==> config.mk <==
export PLATFORM = sky130hd
export DESIGN_NAME = uart_tx_serializer_flat
export DESIGN_NICKNAME = d
export VERILOG_FILES = /design/src/rtl/uart_pkg.sv /design/src/rtl/uart_tx_serializer_if.sv /design/src/rtl/parity_calc.sv /design/src/rtl/uart_tx_serializer.sv /design/src/flat_wrapper.sv
export SDC_FILE = /design/constraint.sdc
export NUM_CORES = 1
export LEC_CHECK = 0
export ABC_CLOCK_PERIOD_IN_PS = 2200
export CAP_MARGIN = 20
export CORE_MARGIN = 10
export CORE_UTILIZATION = 35
export CTS_CLUSTER_SIZE = 12
export DETAILED_ROUTE_END_ITERATION = 10
export PLACE_DENSITY = 0.62
export SLEW_MARGIN = 0
export SYNTH_ARGS = -nofsm -noshare
export SYNTH_HDL_FRONTEND = slang
export SYNTH_HIERARCHICAL = 1
export SYNTH_SLANG_ARGS = --single-unit
==> constraint.sdc <==
create_clock -name CLK -period 2.2 [get_ports CLK]
set_input_delay 0.55 -clock CLK [delete_from_list [all_inputs] [get_ports CLK]]
set_output_delay 0.55 -clock CLK [all_outputs]
set_load 0.1 [all_outputs]
==> src/rtl/uart_pkg.sv <==
// Shared UART definitions: payload width, parity encodings, counter sizing.
package uart_pkg;

  localparam int UART_DATA_WIDTH = 8;

  localparam logic PAR_EVEN = 1'b0;
  localparam logic PAR_ODD  = 1'b1;

  // Counter must reach DATA_WIDTH itself, which marks the done state.
  function automatic int cnt_width(input int dw);
    return $clog2(dw + 1);
  endfunction

endpackage

==> src/rtl/uart_tx_serializer_if.sv <==
// Handshake bundle between TX control FSM and the TX serializer.
import uart_pkg::*;

interface uart_tx_serializer_if #(
  parameter int DATA_WIDTH = UART_DATA_WIDTH
);
  logic [DATA_WIDTH-1:0] P_DATA;
  logic                  DATA_VALID;
  logic                  Busy;
  logic                  ser_en;
  logic                  PAR_TYP;
  logic                  ser_data;
  logic                  ser_done;
  logic                  par_bit;

  modport master (
    output P_DATA,
    output DATA_VALID,
    output Busy,
    output ser_en,
    output PAR_TYP,
    input  ser_data,
    input  ser_done,
    input  par_bit
  );

  modport slave (
    input  P_DATA,
    input  DATA_VALID,
    input  Busy,
    input  ser_en,
    input  PAR_TYP,
    output ser_data,
    output ser_done,
    output par_bit
  );
endinterface

==> src/rtl/parity_calc.sv <==
// Combinational parity: XOR-reduce of data folded with parity type.
module parity_calc #(
  parameter int WIDTH = 8
) (
  input  logic [WIDTH-1:0] data,
  input  logic             par_typ,
  output logic             par
);
  assign par = (^data) ^ par_typ;
endmodule

==> src/rtl/uart_tx_serializer.sv <==
// UART TX serializer: byte capture, LSB-first shift, done and parity hold.
// Parity register built only when UART_TX_PARITY_EN is defined.
import uart_pkg::*;

module uart_tx_serializer #(
  parameter int DATA_WIDTH = UART_DATA_WIDTH
) (
  input logic               CLK,
  input logic               RST,
  uart_tx_serializer_if.slave bus
);
  localparam int CW = cnt_width(DATA_WIDTH);

  localparam logic [CW-1:0] CNT_LOADED = '0;
  localparam logic [CW-1:0] CNT_DONE   = CW'(DATA_WIDTH);
  localparam logic [CW-1:0] CNT_ONE    = CW'(1);

  logic [DATA_WIDTH-1:0] shift_reg;
  logic [CW-1:0]         bit_cnt;
  logic                  capture;

  assign capture = bus.DATA_VALID && !bus.Busy && !bus.ser_en;

  // Count 0 is the start-bit slot: consume the enable, keep bit 0 parked.
  always_ff @(posedge CLK or negedge RST) begin
    if (!RST) begin
      shift_reg <= '0;
      bit_cnt   <= CNT_DONE;
    end else if (capture) begin
      shift_reg <= bus.P_DATA;
      bit_cnt   <= CNT_LOADED;
    end else if (bus.ser_en) begin
      if (bit_cnt == CNT_LOADED) begin
        bit_cnt <= CNT_ONE;
      end else if (bit_cnt < CNT_DONE) begin
        shift_reg <= {1'b0, shift_reg[DATA_WIDTH-1:1]};
        bit_cnt   <= bit_cnt + CNT_ONE;
      end
    end
  end

  assign bus.ser_data = shift_reg[0];
  assign bus.ser_done = (bit_cnt == CNT_DONE);

`ifdef UART_TX_PARITY_EN
  logic par_nxt;
  logic par_q;

  parity_calc #(
    .WIDTH (DATA_WIDTH)
  ) u_parity_calc (
    .data    (bus.P_DATA),
    .par_typ (bus.PAR_TYP),
    .par     (par_nxt)
  );

  always_ff @(posedge CLK or negedge RST) begin
    if (!RST) begin
      par_q <= 1'b0;
    end else if (capture) begin
      par_q <= par_nxt;
    end
  end

  assign bus.par_bit = par_q;
`else
  logic unused_par_typ;
  assign unused_par_typ = bus.PAR_TYP;
  assign bus.par_bit    = 1'b0;
`endif

endmodule

==> src/flat_wrapper.sv <==
// flat-port wrapper written by rule: the top's interface ports become plain ports
module uart_tx_serializer_flat 
#(
  parameter int DATA_WIDTH = UART_DATA_WIDTH
)
  (CLK, RST, bus_P_DATA, bus_DATA_VALID, bus_Busy, bus_ser_en, bus_PAR_TYP, bus_ser_data, bus_ser_done, bus_par_bit);
  uart_tx_serializer_if #(.DATA_WIDTH(DATA_WIDTH)) bus_i ();
  input logic CLK;
  input logic RST;
  input wire logic [$bits(bus_i.P_DATA)-1:0] bus_P_DATA;
  input wire logic [$bits(bus_i.DATA_VALID)-1:0] bus_DATA_VALID;
  input wire logic [$bits(bus_i.Busy)-1:0] bus_Busy;
  input wire logic [$bits(bus_i.ser_en)-1:0] bus_ser_en;
  input wire logic [$bits(bus_i.PAR_TYP)-1:0] bus_PAR_TYP;
  output wire logic [$bits(bus_i.ser_data)-1:0] bus_ser_data;
  output wire logic [$bits(bus_i.ser_done)-1:0] bus_ser_done;
  output wire logic [$bits(bus_i.par_bit)-1:0] bus_par_bit;
  assign bus_i.P_DATA = bus_P_DATA;
  assign bus_i.DATA_VALID = bus_DATA_VALID;
  assign bus_i.Busy = bus_Busy;
  assign bus_i.ser_en = bus_ser_en;
  assign bus_i.PAR_TYP = bus_PAR_TYP;
  assign bus_ser_data = bus_i.ser_data;
  assign bus_ser_done = bus_i.ser_done;
  assign bus_par_bit = bus_i.par_bit;
  uart_tx_serializer #(.DATA_WIDTH(DATA_WIDTH)) u_core (.CLK(CLK), .RST(RST), .bus(bus_i));
endmodule
==> qor.csv <==
stage,metric,value,unit
sta,timing.final.setup_violations,0,
critical_path,worstPathRequired,1.65,ns
route,wire_per_inst,13.7,um
layout,fillers,186,
layout,post-route-util,0.488,
sta,slew_headroom,0.633,
layout,nNetsFinal,91,
flow_run,maxCapViolations,0,
yosys,synthArstFlopShare,1.00,
worst_hold_path,worstHoldPathType,flip-flop to flip-flop,
yosys,synth_compound_area_frac,0.204,
critical_path,worstSetupPathType,flip-flop to primary output,
worst_hold_path,whs_path_depth,2,
yosys,synth_common_cells,"dfrtp_1, or3_1, inv_1, o221a_1",
critical_path,cp-start-kind,flip-flop,
yosys,syn_nets,73,
yosys,synth_seq_area_share,0.473,
worst_hold_path,holdCritStartpoint,u_core/bit_cnt[3]$_DFFE_PN1P_,
yosys,synth_xor_xnor_area_share,0,
sta,skew,0.00437,ns
cts,ctsResizeCount,0,
sta,tightest_slew,0.549,ns
critical_path,rrSetupSlack,0.64,ns
global_routing,grtUsageMet2,0.109,
global_routing,grt_pass1_wl,2500,um
critical_path,reg2reg_depth,6,
die,ios,17,
placed_design,gp_congestion,0.799,
critical_path,cp_max_fo,3,
die,start_util,0.370,
cts,clock_latency,0.28,ns
sta,setup-tns-final,0,ns
die,die-area,3930,sq um
yosys,synth_flop_cell,dfrtp_1,
die,rows,15,
global_routing,grt_busiest_layer,met2,
yosys,synth_mux_area_frac,0,
yosys,yosys.area_share.simple,0.202,
global_routing,antenna_found_initial,0,
sta,whs,0.513,ns
cts,cts_tree,done,
die,core_area,1730,sq um
die,die_height,62.7,um
sta,max_freq,491,MHz
route,vias,480,
cts,path_clk_slew,0.08,ns
yosys,yosys_warnings,6,
critical_path,arrival,1.49,ns
yosys,synthAdderAreaFrac,0.0392,
yosys,synth_most_common_cell,dfrtp_1,
power_and_ir_drop,ir_worst_vdd,588,uV
cts,cts_sinks,12,
sta,setup_ws,0.161,ns
route,firstDrtPassIters,3,
global_routing,grt_usage,0.0794,
route,via_per_inst,4.85,
sta,period_share,0.927,
route,antenna_left,0,
layout,n_antenna_cell,0,
cts,h-tree-depth,1,
yosys,synth.area.top_cells,"dfrtp_1, o221a_1, or3_1",
layout,syn_to_final_growth,32.2,%
yosys,yosysTopAreaCellShare,0.431,
global_routing,met1_usage,0.101,
power_and_ir_drop,powerDensity,1210,nW/um^2
cts,post-cts-setup-buffers,0,
critical_path,timing.rr.start,u_core/bit_cnt[0]$_DFFE_PN0P_,
layout,layout-drive-gt1-share,0.216,
sta,rsz0062_at_grt,no,
cts,cts_made_buffers,3,
cts,root_buffer,clkbuf_4,
worst_hold_path,whs_endpoint,u_core/bit_cnt[3]$_DFFE_PN1P_,
yosys,synth_top_family_by_area,compound AO/OA/AOI/OAI gates,
yosys,synth_edf_count,0,
global_routing,grt_max_degree,13,
global_routing,grt_pass1_vias,522,
critical_path,critPathCaptureType,primary output,
placed_design,hpwl,1000,um
power_and_ir_drop,power_leakage,0.000337,uW
critical_path,worstReg2RegEnd,u_core/shift_reg[1]$_DFFE_PN0P_,
placed_design,port_buffers,14,
yosys,mappedNetlistArea,638,sq um
die,die_w,62.7,um
yosys,avgSynthCellArea,11.2,sq um
global_routing,grt-ovfl-total,0,
sta,slew_violations,0,
placed_design,place_ws,0.189,ns
global_routing,grt_use_met3,0.0448,
sta,hold_violations,0,
route,drcViolationCount,0,
yosys,ys_types,26,
yosys,synth_top_area_cell,dfrtp_1,
sta,fin_crit,2.04,ns
route,routed_wl,1360,um
yosys,synth_cells,57,
run_status,status,"finished, final reports clean",
cts,postCtsHoldBufs,0,
yosys,ys_ff_latch,12,
layout,largest_reg_flops,8,
route,first_iter_violations,17,
cts,cts_buffer_depth,2,
## metal layers
layer,vias up,part of all wire
met5,-,0
li1,243,-
met2,13,0.44
met4,0,0.0074
met1,222,0.50
met3,2,0.051
## through the flow
stage / instance area [sq um] / power (uW) / instances
2_1_floorplan: 639 / 721 / 57
3_3_place_gp: 807 / 831 / 95
3_5_place_dp: 807 / 844 / 95
4_1_cts: 843 / 1030 / 99
5_1_grt: 843 / 1100 / 99
6_report: 843 / 1020 / 99
## logic make-up after synthesis
logic type                 count (synthesis)
AOI/OAI and AO/OA                         14
other                                      1
buffers and inverters                      8
DFF                                       12
and+or+nand+nor                           20
adders and majority gates                  2
## cell usage in the layout (no fill, tap or decap), types with 3 or more instances in the layout
cell,n
clkbuf_4,3
inv_1,4
o221a_1,4
o21ai_0,3
or3_1,6
o221a_2,3
clkdlybuf4s50_1,12
dfrtp_1,11
nand2_1,3
buf_4,4
## how the worst max path moves through the flow
stage / startpoint / slack (ns) / endpoint
floorplan: u_core/bit_cnt[0]$_DFFE_PN0P_ / 0.14 / bus_ser_done
global placement: bus_DATA_VALID / 0.19 / u_core/shift_reg[2]$_DFFE_PN0P_
finish: u_core/bit_cnt[0]$_DFFE_PN0P_ / 0.16 / bus_ser_done
global route: u_core/bit_cnt[0]$_DFFE_PN0P_ / 0.03 / bus_ser_done
detailed placement: bus_DATA_VALID / 0.19 / u_core/shift_reg[1]$_DFFE_PN0P_
CTS: u_core/bit_cnt[0]$_DFFE_PN0P_ / 0.15 / bus_ser_done
## cell type report
class / count / area [sq um] / area share
clock buffer: 4 / 36.3 / 0.0430
inverter: 4 / 15.0 / 0.0178
multi-input combinational: 37 / 289 / 0.343
sequential: 12 / 302 / 0.358
tap: 25 / 31.3 / 0.0371
timing repair buffer: 17 / 170 / 0.202
## report_power, final
group | internal, uW | total, uW | leakage, uW | switching (uW)
sequential | 323 | 382 | 0.000138 | 59.0
clock | 101 | 178 | 0.0000210 | 77.2
combinational | 205 | 458 | 0.000178 | 253
total | 629 | 1020 | 0.000337 | 390
## worst max-delay path, stage by stage (launching register included)
cell and delay (ns):
dfrtp_1 0.40, inv_1 0.11, ha_1 0.17, nor2b_1 0.17
and2_2 0.19, buf_12 0.17
(Power assumes the default switching activity.)
